$ cat src/rtl/spi_master_multi_if.sv
// spi_master_multi_if: SPI bus, FIFO handshake and run-time config
// bundle shared between the multi-slave SPI master and its user.
interface spi_master_multi_if #(
   parameter int DATA_W  = 8,
   parameter int N_CS    = 4,
   parameter int DIV_W   = 8,
   parameter int FRAME_W = 8
);
   localparam int CS_W = (N_CS > 1) ? $clog2(N_CS) : 1;

   logic               sclk;
   logic [N_CS-1:0]    n_cs;
   logic               mosi;
   logic               miso;
   logic               cpol;
   logic               cpha;
   logic [DIV_W-1:0]   clk_div;
   logic [CS_W-1:0]    cs_sel;
   logic [FRAME_W-1:0] frame_len;
   logic               rx_en;
   logic               empty;
   logic [DATA_W-1:0]  data_i;
   logic               rdreq;
   logic [DATA_W-1:0]  miso_word;
   logic               wrreq;
   logic               busy;

   modport master (
      input  miso, cpol, cpha, clk_div, cs_sel, frame_len,
      input  rx_en, empty, data_i,
      output sclk, n_cs, mosi, rdreq, miso_word, wrreq, busy
   );

   modport slave (
      output miso, cpol, cpha, clk_div, cs_sel, frame_len,
      output rx_en, empty, data_i,
      input  sclk, n_cs, mosi, rdreq, miso_word, wrreq, busy
   );
endinterface

$ cat src/rtl/spi_master_multi.sv
// spi_master_multi: FIFO-fed SPI master for several slaves with
// run-time word mode/divider/frame length and CS setup/hold/gap timing.
module spi_master_multi #(
   parameter int DATA_W  = 8,
   parameter int N_CS    = 4,
   parameter int DIV_W   = 8,
   parameter int FRAME_W = 8,
   parameter int CS_GAP  = 2
) (
   input  logic               clk,
   input  logic               n_rst,
   spi_master_multi_if.master m_if
);
   localparam int CS_W = (N_CS > 1) ? $clog2(N_CS) : 1;
   localparam int PW   = (DIV_W < 3) ? 3 : DIV_W;
   localparam int BW   = (DATA_W > 1) ? $clog2(DATA_W) : 1;
   localparam int GW   = $clog2(CS_GAP + 1);

   typedef enum logic [2:0] {
      S_IDLE, S_SETUP, S_SHIFT, S_HOLD, S_GAP
   } state_t;

   state_t             r_state;
   state_t             w_state_n;
   logic               r_cpol;
   logic               r_cpha;
   logic [PW-1:0]      r_d;
   logic [FRAME_W-1:0] r_flen;
   logic [FRAME_W-1:0] r_cnt;
   logic [PW-1:0]      r_phase;
   logic [BW-1:0]      r_bit;
   logic [GW-1:0]      r_gap;
   logic [DATA_W-1:0]  r_sh;
   logic [DATA_W-1:0]  r_rx;
   logic [DATA_W-1:0]  r_word;
   logic [N_CS-1:0]    r_ncs;
   logic               r_sclk;
   logic               r_mosi;
   logic               r_rdreq;
   logic               r_wrreq;

   logic [PW-1:0]      w_deven;
   logic [PW-1:0]      w_d;
   logic [PW-1:0]      w_hm1;
   logic [PW-1:0]      w_dm1;
   logic               w_lead;
   logic               w_last_ph;
   logic               w_last_bit;
   logic               w_word_end;
   logic               w_samp;
   logic               w_stop;
   logic [FRAME_W-1:0] w_cnt_n;
   logic [DATA_W-1:0]  w_rx_n;

   // Odd dividers round down; anything below 4 would leave no room
   // for separate leading and trailing phases.
   assign w_deven    = PW'(m_if.clk_div) & ~PW'(1);
   assign w_d        = (w_deven < PW'(4)) ? PW'(4) : w_deven;
   assign w_hm1      = (r_d >> 1) - PW'(1);
   assign w_dm1      = r_d - PW'(1);
   assign w_lead     = (r_phase == w_hm1);
   assign w_last_ph  = (r_phase == w_dm1);
   assign w_last_bit = (r_bit == BW'(DATA_W - 1));
   assign w_word_end = (r_state == S_SHIFT) && w_last_ph && w_last_bit;
   assign w_samp     = (r_state == S_SHIFT) &&
                       (r_cpha ? w_last_ph : w_lead);
   assign w_cnt_n    = r_cnt + FRAME_W'(1);
   assign w_stop     = ((r_flen != '0) && (w_cnt_n == r_flen)) ||
                       m_if.empty;
   assign w_rx_n     = {r_rx[DATA_W-2:0], m_if.miso};

   assign m_if.sclk      = r_sclk;
   assign m_if.n_cs      = r_ncs;
   assign m_if.mosi      = r_mosi;
   assign m_if.rdreq     = r_rdreq;
   assign m_if.wrreq     = r_wrreq;
   assign m_if.miso_word = r_word;
   assign m_if.busy      = (r_state != S_IDLE);

   // State register
   always_ff @(posedge clk or negedge n_rst) begin
      if (!n_rst) r_state <= S_IDLE;
      else        r_state <= w_state_n;
   end

   // Next-state decode
   always_comb begin
      w_state_n = r_state;
      case (r_state)
         S_IDLE:  if (!m_if.empty)          w_state_n = S_SETUP;
         S_SETUP: if (w_lead)               w_state_n = S_SHIFT;
         S_SHIFT: if (w_word_end && w_stop) w_state_n = S_HOLD;
         S_HOLD:  if (w_lead)               w_state_n = S_GAP;
         S_GAP:   if (r_gap == GW'(CS_GAP - 1))
                                            w_state_n = S_IDLE;
         default:                           w_state_n = S_IDLE;
      endcase
   end

   // Frame datapath: config capture, sclk/phase timing, shift regs
   always_ff @(posedge clk or negedge n_rst) begin
      if (!n_rst) begin
         r_cpol  <= 1'b0;
         r_cpha  <= 1'b0;
         r_d     <= PW'(4);
         r_flen  <= '0;
         r_cnt   <= '0;
         r_phase <= '0;
         r_bit   <= '0;
         r_gap   <= '0;
         r_sh    <= '0;
         r_rx    <= '0;
         r_word  <= '0;
         r_ncs   <= '1;
         r_sclk  <= 1'b0;
         r_mosi  <= 1'b0;
         r_rdreq <= 1'b0;
         r_wrreq <= 1'b0;
      end else begin
         r_rdreq <= 1'b0;
         r_wrreq <= 1'b0;
         if (w_samp) r_rx <= w_rx_n;
         case (r_state)
            S_IDLE: begin
               r_sclk  <= m_if.cpol;
               r_phase <= '0;
               r_bit   <= '0;
               r_gap   <= '0;
               r_cnt   <= '0;
               if (!m_if.empty) begin
                  r_cpol  <= m_if.cpol;
                  r_cpha  <= m_if.cpha;
                  r_d     <= w_d;
                  r_flen  <= m_if.frame_len;
                  r_sh    <= m_if.data_i;
                  r_rdreq <= 1'b1;
                  if (!m_if.cpha) r_mosi <= m_if.data_i[DATA_W-1];
                  for (int i = 0; i < N_CS; i++)
                     r_ncs[i] <= (m_if.cs_sel != CS_W'(i));
               end
            end
            S_SETUP: begin
               r_phase <= w_lead ? '0 : r_phase + PW'(1);
            end
            S_SHIFT: begin
               r_phase <= w_last_ph ? '0 : r_phase + PW'(1);
               if (w_lead) r_sclk <= ~r_cpol;
               if (w_last_ph) r_sclk <= r_cpol;
               if (r_cpha && w_lead) begin
                  r_mosi <= r_sh[DATA_W-1];
                  r_sh   <= r_sh << 1;
               end
               if (w_last_ph && !w_last_bit) begin
                  r_bit <= r_bit + BW'(1);
                  if (!r_cpha) begin
                     r_mosi <= r_sh[DATA_W-2];
                     r_sh   <= r_sh << 1;
                  end
               end
               if (w_word_end) begin
                  r_bit   <= '0;
                  r_word  <= r_cpha ? w_rx_n : r_rx;
                  r_wrreq <= m_if.rx_en;
                  r_cnt   <= w_cnt_n;
                  if (!w_stop) begin
                     r_sh    <= m_if.data_i;
                     r_rdreq <= 1'b1;
                     if (!r_cpha) r_mosi <= m_if.data_i[DATA_W-1];
                  end
               end
            end
            S_HOLD: begin
               r_phase <= w_lead ? '0 : r_phase + PW'(1);
               if (w_lead) r_ncs <= '1;
            end
            S_GAP: begin
               r_gap <= r_gap + GW'(1);
            end
            default: r_ncs <= '1;
         endcase
      end
   end
endmodule

$ cat src/flat_wrapper.sv
// flat-port wrapper written by rule: the top's interface ports become plain ports
module spi_master_multi_flat 
#(
   parameter int DATA_W  = 8,
   parameter int N_CS    = 4,
   parameter int DIV_W   = 8,
   parameter int FRAME_W = 8,
   parameter int CS_GAP  = 2
)
  (clk, n_rst, m_if_miso, m_if_cpol, m_if_cpha, m_if_clk_div, m_if_cs_sel, m_if_frame_len, m_if_rx_en, m_if_empty, m_if_data_i, m_if_sclk, m_if_n_cs, m_if_mosi, m_if_rdreq, m_if_miso_word, m_if_wrreq, m_if_busy);
  spi_master_multi_if #(.DATA_W(DATA_W), .N_CS(N_CS), .DIV_W(DIV_W), .FRAME_W(FRAME_W)) m_if_i ();
  input  logic clk;
  input  logic n_rst;
  input wire logic [$bits(m_if_i.miso)-1:0] m_if_miso;
  input wire logic [$bits(m_if_i.cpol)-1:0] m_if_cpol;
  input wire logic [$bits(m_if_i.cpha)-1:0] m_if_cpha;
  input wire logic [$bits(m_if_i.clk_div)-1:0] m_if_clk_div;
  input wire logic [$bits(m_if_i.cs_sel)-1:0] m_if_cs_sel;
  input wire logic [$bits(m_if_i.frame_len)-1:0] m_if_frame_len;
  input wire logic [$bits(m_if_i.rx_en)-1:0] m_if_rx_en;
  input wire logic [$bits(m_if_i.empty)-1:0] m_if_empty;
  input wire logic [$bits(m_if_i.data_i)-1:0] m_if_data_i;
  output wire logic [$bits(m_if_i.sclk)-1:0] m_if_sclk;
  output wire logic [$bits(m_if_i.n_cs)-1:0] m_if_n_cs;
  output wire logic [$bits(m_if_i.mosi)-1:0] m_if_mosi;
  output wire logic [$bits(m_if_i.rdreq)-1:0] m_if_rdreq;
  output wire logic [$bits(m_if_i.miso_word)-1:0] m_if_miso_word;
  output wire logic [$bits(m_if_i.wrreq)-1:0] m_if_wrreq;
  output wire logic [$bits(m_if_i.busy)-1:0] m_if_busy;
  assign m_if_i.miso = m_if_miso;
  assign m_if_i.cpol = m_if_cpol;
  assign m_if_i.cpha = m_if_cpha;
  assign m_if_i.clk_div = m_if_clk_div;
  assign m_if_i.cs_sel = m_if_cs_sel;
  assign m_if_i.frame_len = m_if_frame_len;
  assign m_if_i.rx_en = m_if_rx_en;
  assign m_if_i.empty = m_if_empty;
  assign m_if_i.data_i = m_if_data_i;
  assign m_if_sclk = m_if_i.sclk;
  assign m_if_n_cs = m_if_i.n_cs;
  assign m_if_mosi = m_if_i.mosi;
  assign m_if_rdreq = m_if_i.rdreq;
  assign m_if_miso_word = m_if_i.miso_word;
  assign m_if_wrreq = m_if_i.wrreq;
  assign m_if_busy = m_if_i.busy;
  spi_master_multi #(.DATA_W(DATA_W), .N_CS(N_CS), .DIV_W(DIV_W), .FRAME_W(FRAME_W), .CS_GAP(CS_GAP)) u_core (.clk(clk), .n_rst(n_rst), .m_if(m_if_i));
endmodule
$ cat config.mk
export PLATFORM = sky130hd
export DESIGN_NAME = spi_master_multi_flat
export DESIGN_NICKNAME = d
export VERILOG_FILES = /design/src/rtl/spi_master_multi_if.sv /design/src/rtl/spi_master_multi.sv /design/src/flat_wrapper.sv
export SDC_FILE = /design/constraint.sdc
export NUM_CORES = 1
export LEC_CHECK = 0
export CAP_MARGIN = 20
export CORE_MARGIN = 5
export CORE_UTILIZATION = 45
export CTS_CLUSTER_SIZE = 8
export DETAILED_ROUTE_END_ITERATION = 12
export DONT_BUFFER_PORTS = 1
export REMOVE_ABC_BUFFERS = 1
export SLEW_MARGIN = 0
export SYNTH_ARGS = -nofsm -noshare
export SYNTH_HDL_FRONTEND = slang
export SYNTH_SLANG_ARGS = --single-unit
export TNS_END_PERCENT = 10
$ cat constraint.sdc
create_clock -name clk -period 3 [get_ports clk]
set_input_delay 0.75 -clock clk [delete_from_list [all_inputs] [get_ports clk]]
set_output_delay 0.75 -clock clk [all_outputs]
set_load 0.02 [all_outputs]
==> impl.org, run 1 <==
** Floorplanning
- CORE AREA :: 9110 µm²
- The floorplan has 35 rows.
- I/O pin count :: 50
- The die covers 11200 µm².
- Die span in y :: 106 µm
- For this configuration, the core starts out at a cell density of 45.4%.
- Die outline width :: 106 µm

** Finish
- Number of fill cells in the layout :: 834
- In the final layout, the share of cells above drive strength 1 is 22.1%.
- Antenna diode count :: 0
- Nets@finish :: 460
- In the final layout, flip-flops and latches occupy 1830 µm².
- Multi-input gate area :: 2140 µm²
- The area growth from synthesis to layout is 12.0%.
- Fin area :: 4630 µm²
- The finished layout holds 537 standard cells, fillers aside.

** Timing
- Headroom to the max-slew limit came out at 57.2%.
- Hold is met by 0.0965 ns.
- The count of final hold-check violations is 0.
- At the pin with the least slew margin, the transition time is 0.643 ns.
- Final worst path period share :: 98.0%
- For this run, the top clock speed supported by timing is 340 MHz.
- Setup clock skew after layout :: 0.00805 ns
- Setup repair after global routing missed its margin :: yes
- Crit path time final :: 2.94 ns
- Setup-violating endpoint count in the final report :: 0
- The total count of max-transition violations in the final report was 0.

** Pwr
- Max VDD drop :: 0.333 mV
- Power per unit of standard cell area :: 866 nW/µm²
- The analysis attributes to cell leakage a power of 2.03 nW.

** Logic synthesis
- In this run, synthesis produced a sequential element count of 73.
- Most instantiated flip-flop cell in the synthesis netlist :: dfrtp_1
- The mapped netlist covers 4130 µm².
- Yosys cell types :: 63
- After technology mapping, the gate count stands at 407.
- Number of enable-type register cells in the synthesized netlist :: 0
- Of all flip-flops after synthesis, the portion carrying an async set or reset was 100%.
- Post-synthesis area per instance :: 10.2 µm²
- Count of synthesis-stage warnings from yosys :: 0
- Proportion of synthesized chip area in sequential cells :: 44.4%

** Clock network
- CTS tree :: done
- Register clock-pin slew on the reported worst setup and hold paths :: 0.08 ns
- No sink is reached through more buffers than the 2 on the longest clock path.
- CTS Root Buffer Type :: clkbuf_8
- For this design, the sink count on the clock tree is 73.
- Hold buffer count at cts :: 0
- Insertion delay of the later-clocked pin in the worst-skew pair :: 0.34 ns
- Number of buffers inserted during clock tree synthesis :: 9
- H-tree lvl count :: 3

** GRT
- Global routing consumed, over all layers together, 16.6% of the routing resources.
- Total gr overflow :: 0
- Global-route wire length before repair :: 15200 µm
- The via count of the first global-routing pass is 3121.
- Number of antenna violations at the first check in global routing :: 0
- Entering global routing, the biggest net connects 74 pins.

** Route
- For this block, the routed nets add up to 8790 µm of wire.
- After detailed routing, the average wire length per cell comes to 16.4 µm.
- Number of detailed-routing iterations run before antenna repair :: 4
- DRC violations left :: 0
- The count of nets left with antenna violations once routing finished came out at 0.
- Vias per cell :: 5.78
- Routed vias :: 3102
- After the first detailed-routing iteration, the DRC count stood at 105.

** Min path
- The min-delay analysis places its worst path in the category input port to async pin.

** Critical path
- The worst setup path is of the flip-flop to flip-flop kind.
- For the worst setup path, the data required time is 3.22 ns.
- Largest fanout on the critical path :: 12
- STA classifies the critical path startpoint as a flip-flop.
- Crit path arrival time :: 3.16 ns
- Crit. End Element :: flip-flop

** Placed design
- Buffers on Ports :: 0
- Post-DP HPWL :: 6190 µm
- Including well taps, the total number of placed cells is 521.
- Final GP Congestion :: 0.830
- Cell area after placement :: 4360 µm²

** Flow run
- Max-cap violations in this run came to 0.

** Run status
- Status :: finished, final reports clean
[area by class of cell]
type	instances	share of cell area [%]
multi-input cells	289	46.2
flip-flops and latches	73	39.6
repair buffers	25	4.22
clock buffers	12	3.57
well taps	111	3.00
inverters	23	1.86
clock inverters	4	1.59
[worst max-delay path, cell delays in order, from the launching register on]
cell and delay, ns:
dfrtp_1 0.38, or4_4 0.53, or3_1 0.36, a221o_1 0.40, or4_4 0.55, buf_6 0.18
and2_1 0.18, o21ai_1 0.15, o21ai_1 0.10
[cell families (layout without fill, tap and decap cells)]
logic type	count (synthesis)	after routing	share of synthesized area, %
AOI/OAI and AO/OA	106	106	17.9
xor gates and xnor gates	26	26	6.87
adders and majority gates	6	6	1.82
buffers and inverters	45	64	4.60
DFF	73	73	44.4
muxes	36	36	9.42
and+or+nand+nor	115	115	15.0
[cells in the final DEF (no fill, tap or decap), drive strengths merged, types with 13 or more instances in the layout]
cell type / n
nand3: 14
o21ai: 41
mux2i: 13
buf: 25
xnor2: 13
nand2: 31
nor3: 13
inv: 22
mux2: 23
dfrtp: 68
nor2: 19
[where the power goes]
part | switching (mW) | internal (mW)
clock | 0.370 | 0.537
sequential | 0.349 | 1.26
combinational | 0.676 | 0.825
[worst paths after layout]
kind | from | endpoint | slack, ns | cells past startpoint
max reg2reg | u_core.r_d[3] | u_core.r_cnt[7] | 0.06 | 8
max | u_core.r_d[3] | u_core.r_cnt[7] | 0.06 | 8
min reg2reg | u_core.r_state[2] | u_core.r_state[0] | 0.48 | 1
min | n_rst | u_core.r_phase[5] | 0.1 | 0
min in group clk | u_core.r_state[2] | u_core.r_state[0] | 0.48 | 1
max in group asynchronous | n_rst | u_core.r_d[2] | 2.68 | 0
[layer usage]
metal  share of wire [%]  global-route usage (%)
met1                  44                    20.7
met2                  48                    27.6
met3                 5.9                    4.35
met4                 2.0                    6.11
met5                   0                       0
[sequential cells by signal, indices dropped and copies added (netlist names), 4 cells and up]
signal / count
u_core.r_phase: 8
u_core.m_if.n_cs: 4
u_core.r_cnt: 8
u_core.r_sh: 8
u_core.r_d: 7
u_core.r_flen: 8
u_core.r_rx: 8
u_core.m_if.miso_word: 8
[synthesized netlist by cell type, types with 3 or more instances]
library cell	n	area, µm²
nand2_1	31	116
dfstp_2	5	131
nor2_1	19	71.3
a21oi_1	8	40.0
o31ai_1	4	30.0
clkbuf_1	17	63.8
nor3_1	12	60.1
mux2_2	23	259
nor4_1	4	25.0
nand3b_1	4	30.0
or2_2	3	18.8
ha_1	6	75.1
dfrtp_1	68	1700
xnor3_1	3	67.6
or4_1	4	30.0
o21ai_0	41	205
a211o_1	3	26.3
o211ai_1	4	30.0
o21a_1	5	37.5
a22o_1	3	26.3
o21bai_1	7	52.6
and3_1	3	18.8
xor2_1	9	78.8
nor4b_1	4	35.0
mux2i_1	13	130
o221a_2	6	67.6
nand3_1	14	70.1
xnor2_1	13	114
nand4_1	4	25.0
inv_1	22	82.6
[metrics by stage]
step	power [mW]	TNS [ns]	setup WS, ns	util (%)
floorplan	2.67	-2.18	-0.232	-
global placement	3.07	-0.0139	-0.00395	47.8
detailed placement	3.12	-0.231	-0.0385	47.8
CTS	4.03	0	0.00305	50.5
global route	4.29	-0.112	-0.0405	50.8
finish	4.01	0	0.0592	50.8
[timing repair]
item                       CTS  global route
setup buffers                0             0
cloned                       0             0
resized for setup            3             8
setup endpoints to repair    9            26
(Power assumes the default switching activity.)
==> inputs of run 2 (changes only) <==
CELL_PAD_IN_SITES_DETAIL_PLACEMENT = 1   (was unset)
CELL_PAD_IN_SITES_GLOBAL_PLACEMENT = 2   (was unset)
CORE_ASPECT_RATIO = 1.2   (was unset)
CORE_UTILIZATION = 37   (was 45)
PLACE_DENSITY_LB_ADDON = 0.1   (was unset)
==> impl.org, run 2 (synthesis gave the netlist of run 1 again) <==
** Run status
- The flow ran to the end, and the final reports show no timing, DRC or antenna violations.

** Finish
- The share of the core filled with cells came to 43.1% (-7.7 points).
- Nets@finish :: 463 (+0.65%)
- The total inserted antenna cells was 0 (unchanged).
- Area growth, synth to finish :: 14.6%
- Multi-input gate area :: 2120 µm² (-0.70%)
- The final cell area excluding filler cells was 4740 µm² (+2.3%).
- Most frequent cells in the layout :: 68 x dfrtp_1, 38 x o21ai_0, 31 x nand2_1
- Share of post-route cells with drive strength above 1 :: 22.4% (+0.31 points)
- Number of fill cells in the layout :: 1248 (+50%)
- Most frequent standard cell in the layout excluding fill and tap cells :: dfrtp_1
- The sequential cell area was 1830 µm² (unchanged).

** Timing
- Crit path setup slack, layout :: 0.0240 ns (-0.0352 ns)
- Slew Limit Fails :: 0 (unchanged)
- The timing-limited maximum frequency was 336 MHz (-1.2%).
- Setup-violating endpoint count in the final report :: 0 (unchanged)
- The worst hold slack was 0.112 ns (+0.0156 ns).
- The slew at the pin closest to its max-slew limit was 0.620 ns (-0.0226 ns).
- The minimum clock period after layout was 2.98 ns (+0.0352 ns).
- The worst slew slack as a fraction of its limit came to 58.7% (+1.5 points).
- Setup clock skew after layout :: 0.00714 ns (-0.000914 ns)
- Setup repair after global routing missed its margin :: yes
- The final period utilization came to 99.2% (+1.2 points).
- The count of final hold-check violations was 0 (unchanged).

** Critical path
- Critical Path Source Type :: flip-flop
- In this run the critical register-to-register path is launched from u_core.r_d[2].
- Crit path arrival time :: 3.19 ns (+0.03 ns)
- CP required :: 3.22 ns (about the same)
- Critical path class :: flip-flop to flip-flop
- Largest fanout on the critical path :: 8 (-4)
- STA classifies the critical path endpoint as a flip-flop.
- Setup crit start :: u_core.r_d[2]
- Register-to-register setup slack :: 0.02 ns (-0.04 ns)

** Pwr
- The power per unit of standard cell area came to 905 nW/µm² (+4.5%).
- The internal power summed over all cells is 2.79 mW (+6.6%).
- The clock share of power is 26.3% (+3.7 points).
- Switching power summed over all nets :: 1.50 mW (+7.4%)
- Sequential share of power :: 37.1% (-2.9 points)
- Overall power after layout :: 4.29 mW (+6.9%)
- Logic gate share of total power :: 36.6% (-0.8 points)
- Switching part of the total power :: 34.9% (+0.18 points)
- The standby leakage power was 2.06 nW (+1.9%).
- The peak ir drop on the vdd network was 0.266 mV (-20%).

** Floorplanning
- I/O pin count :: 50 (unchanged)
- The effective utilization at floorplan is 37.6% (-7.7 points).
- Die outline width :: 106 µm (+0.61%)
- CORE AREA :: 11000 µm² (+21%)
- Die span in y :: 126 µm (+19%)
- The standard-cell row count was 42 (+20%).
- Die ar. :: 13400 µm² (+20%)

** Placed design
- The global placer's final weighted congestion was 0.766 (-7.6%).
- Post-DP HPWL :: 7430 µm (+20%)
- Buffers on Ports :: 0 (unchanged)
- Pre-CTS setup slack :: -0.0564 ns (-0.0178 ns)
- The post-placement cell area came to 4410 µm² (+1.1%).

** Clock network
- The number of buffers created by CTS was 9 (unchanged).
- The number of hold-repair buffers added at the cts stage came to 0 (unchanged).
- CTS Root Buffer Type :: clkbuf_16
- Post-CTS setup repair buffer count :: 0 (unchanged)
- CTS tree :: done
- Register clock-pin slew on the reported worst setup and hold paths :: 0.06 ns (-0.02 ns)
- Number of clock sinks seen by CTS :: 73 (unchanged)
- Insertion delay of the later-clocked pin in the worst-skew pair :: 0.33 ns (about the same)
- The number of H-tree levels came to 3 (unchanged).
- Clock Tree Buf Depth :: 2 (unchanged)

** GRT
- The global router's overall resource usage was 16.0% (-0.61 points).
- The via count of the first global-routing pass is 3402 (+9.0%).
- Global-route wire length before repair :: 17100 µm (+12%)
- The number of antenna violations at the first check in global routing was 0 (unchanged).
- Total gr overflow :: 0 (unchanged)
- The maximum number of pins on one net before global-route repair was 74 (unchanged).

** Route
- Top routing layer in use :: met4
- The total length of routed wires came to 10300 µm (+18%).
- Detailed-routed wire length on met2 :: 5450 µm (+30%)
- The mean number of vias per cell is 5.66 (-1.9%).
- Routed metal-1 wirelength :: 4430 µm (+14%)
- The DRC violation total after the first TritonRoute iteration came to 43 (-59%).
- The number of antenna-violating nets in the routed design came to 0 (unchanged).
- The first-pass iteration count of the detailed router was 4 (unchanged).
- Routed wl met3 :: 323 µm (-38%)
- The number of design rule violations left after detail routing came to 0 (unchanged).
- The via count of the routed design was 3178 (+2.5%).
- Final routed wire length divided by cell count :: 18.4 µm (+13%)

** Min path
- In this run the worst hold path is classified as input port to async pin.

** Flow run
- The reported max-cap violation count was 0 (unchanged).
==> run 2: critical path: stages (launching register included) <==
cell and delay, ns:
dfstp_2 0.53, inv_1 0.05, ha_2 0.21, o21ba_2 0.20, a221o_1 0.33, a221o_1 0.36, or4_4 0.53, a21oi_2 0.21
buf_4 0.20, o21ai_0 0.08, o221a_2 0.15
==> run 2: path summary, 6_finish.rpt <==
kind | end | cells past startpoint
min reg2reg | u_core.m_if.n_cs[2] | 2
max in group asynchronous | u_core.m_if.n_cs[1] | 0
min | u_core.r_phase[2] | 0
min in group clk | u_core.m_if.n_cs[2] | 2
max reg2reg | u_core.r_sh[7] | 10
max | u_core.r_sh[7] | 10
==> run 2: metrics by stage <==
stage | TNS, ns | cells
after floorplan | -2.18 | 385
after global placement | -0.134 | 545
after detailed placement | -0.861 | 545
after CTS | 0 | 561
after global routing | -1.05 | 561
final | 0 | 561
==> run 2: power groups by stage <==
stage	sequential [mW]	clock (mW)	combinational [mW]
after CTS	1.60	1.17	1.59
after global placement	1.61	0	1.52
after detailed placement	1.62	0	1.57
after global routing	1.64	1.21	1.72
final	1.59	1.13	1.57
after floorplan	1.58	0	1.09
==> run 2: layout make-up <==
cell class | instances | area share [%]
clock inverter | 5 | 1.32
clock buffer | 11 | 5.34
sequential | 73 | 38.7
tap | 132 | 3.49
timing repair buffer | 28 | 4.52
multi-input combinational | 289 | 44.8
inverter | 23 | 1.82
==> run 2: timing repair <==
| action | 4_1_cts | 5_1_grt |
|---|---|---|
| gates resized for setup | 4 | 5 |
| pin swaps | 1 | 0 |
| setup endpoints to repair | 21 | 26 |
==> run 2: per-layer routing <==
layer | up-vias | GRT usage (%)
met2 | 34 | 29.2
met5 | - | 0
met1 | 1622 | 18.5
li1 | 1512 | -
met4 | 0 | 4.97
met3 | 10 | 3.58
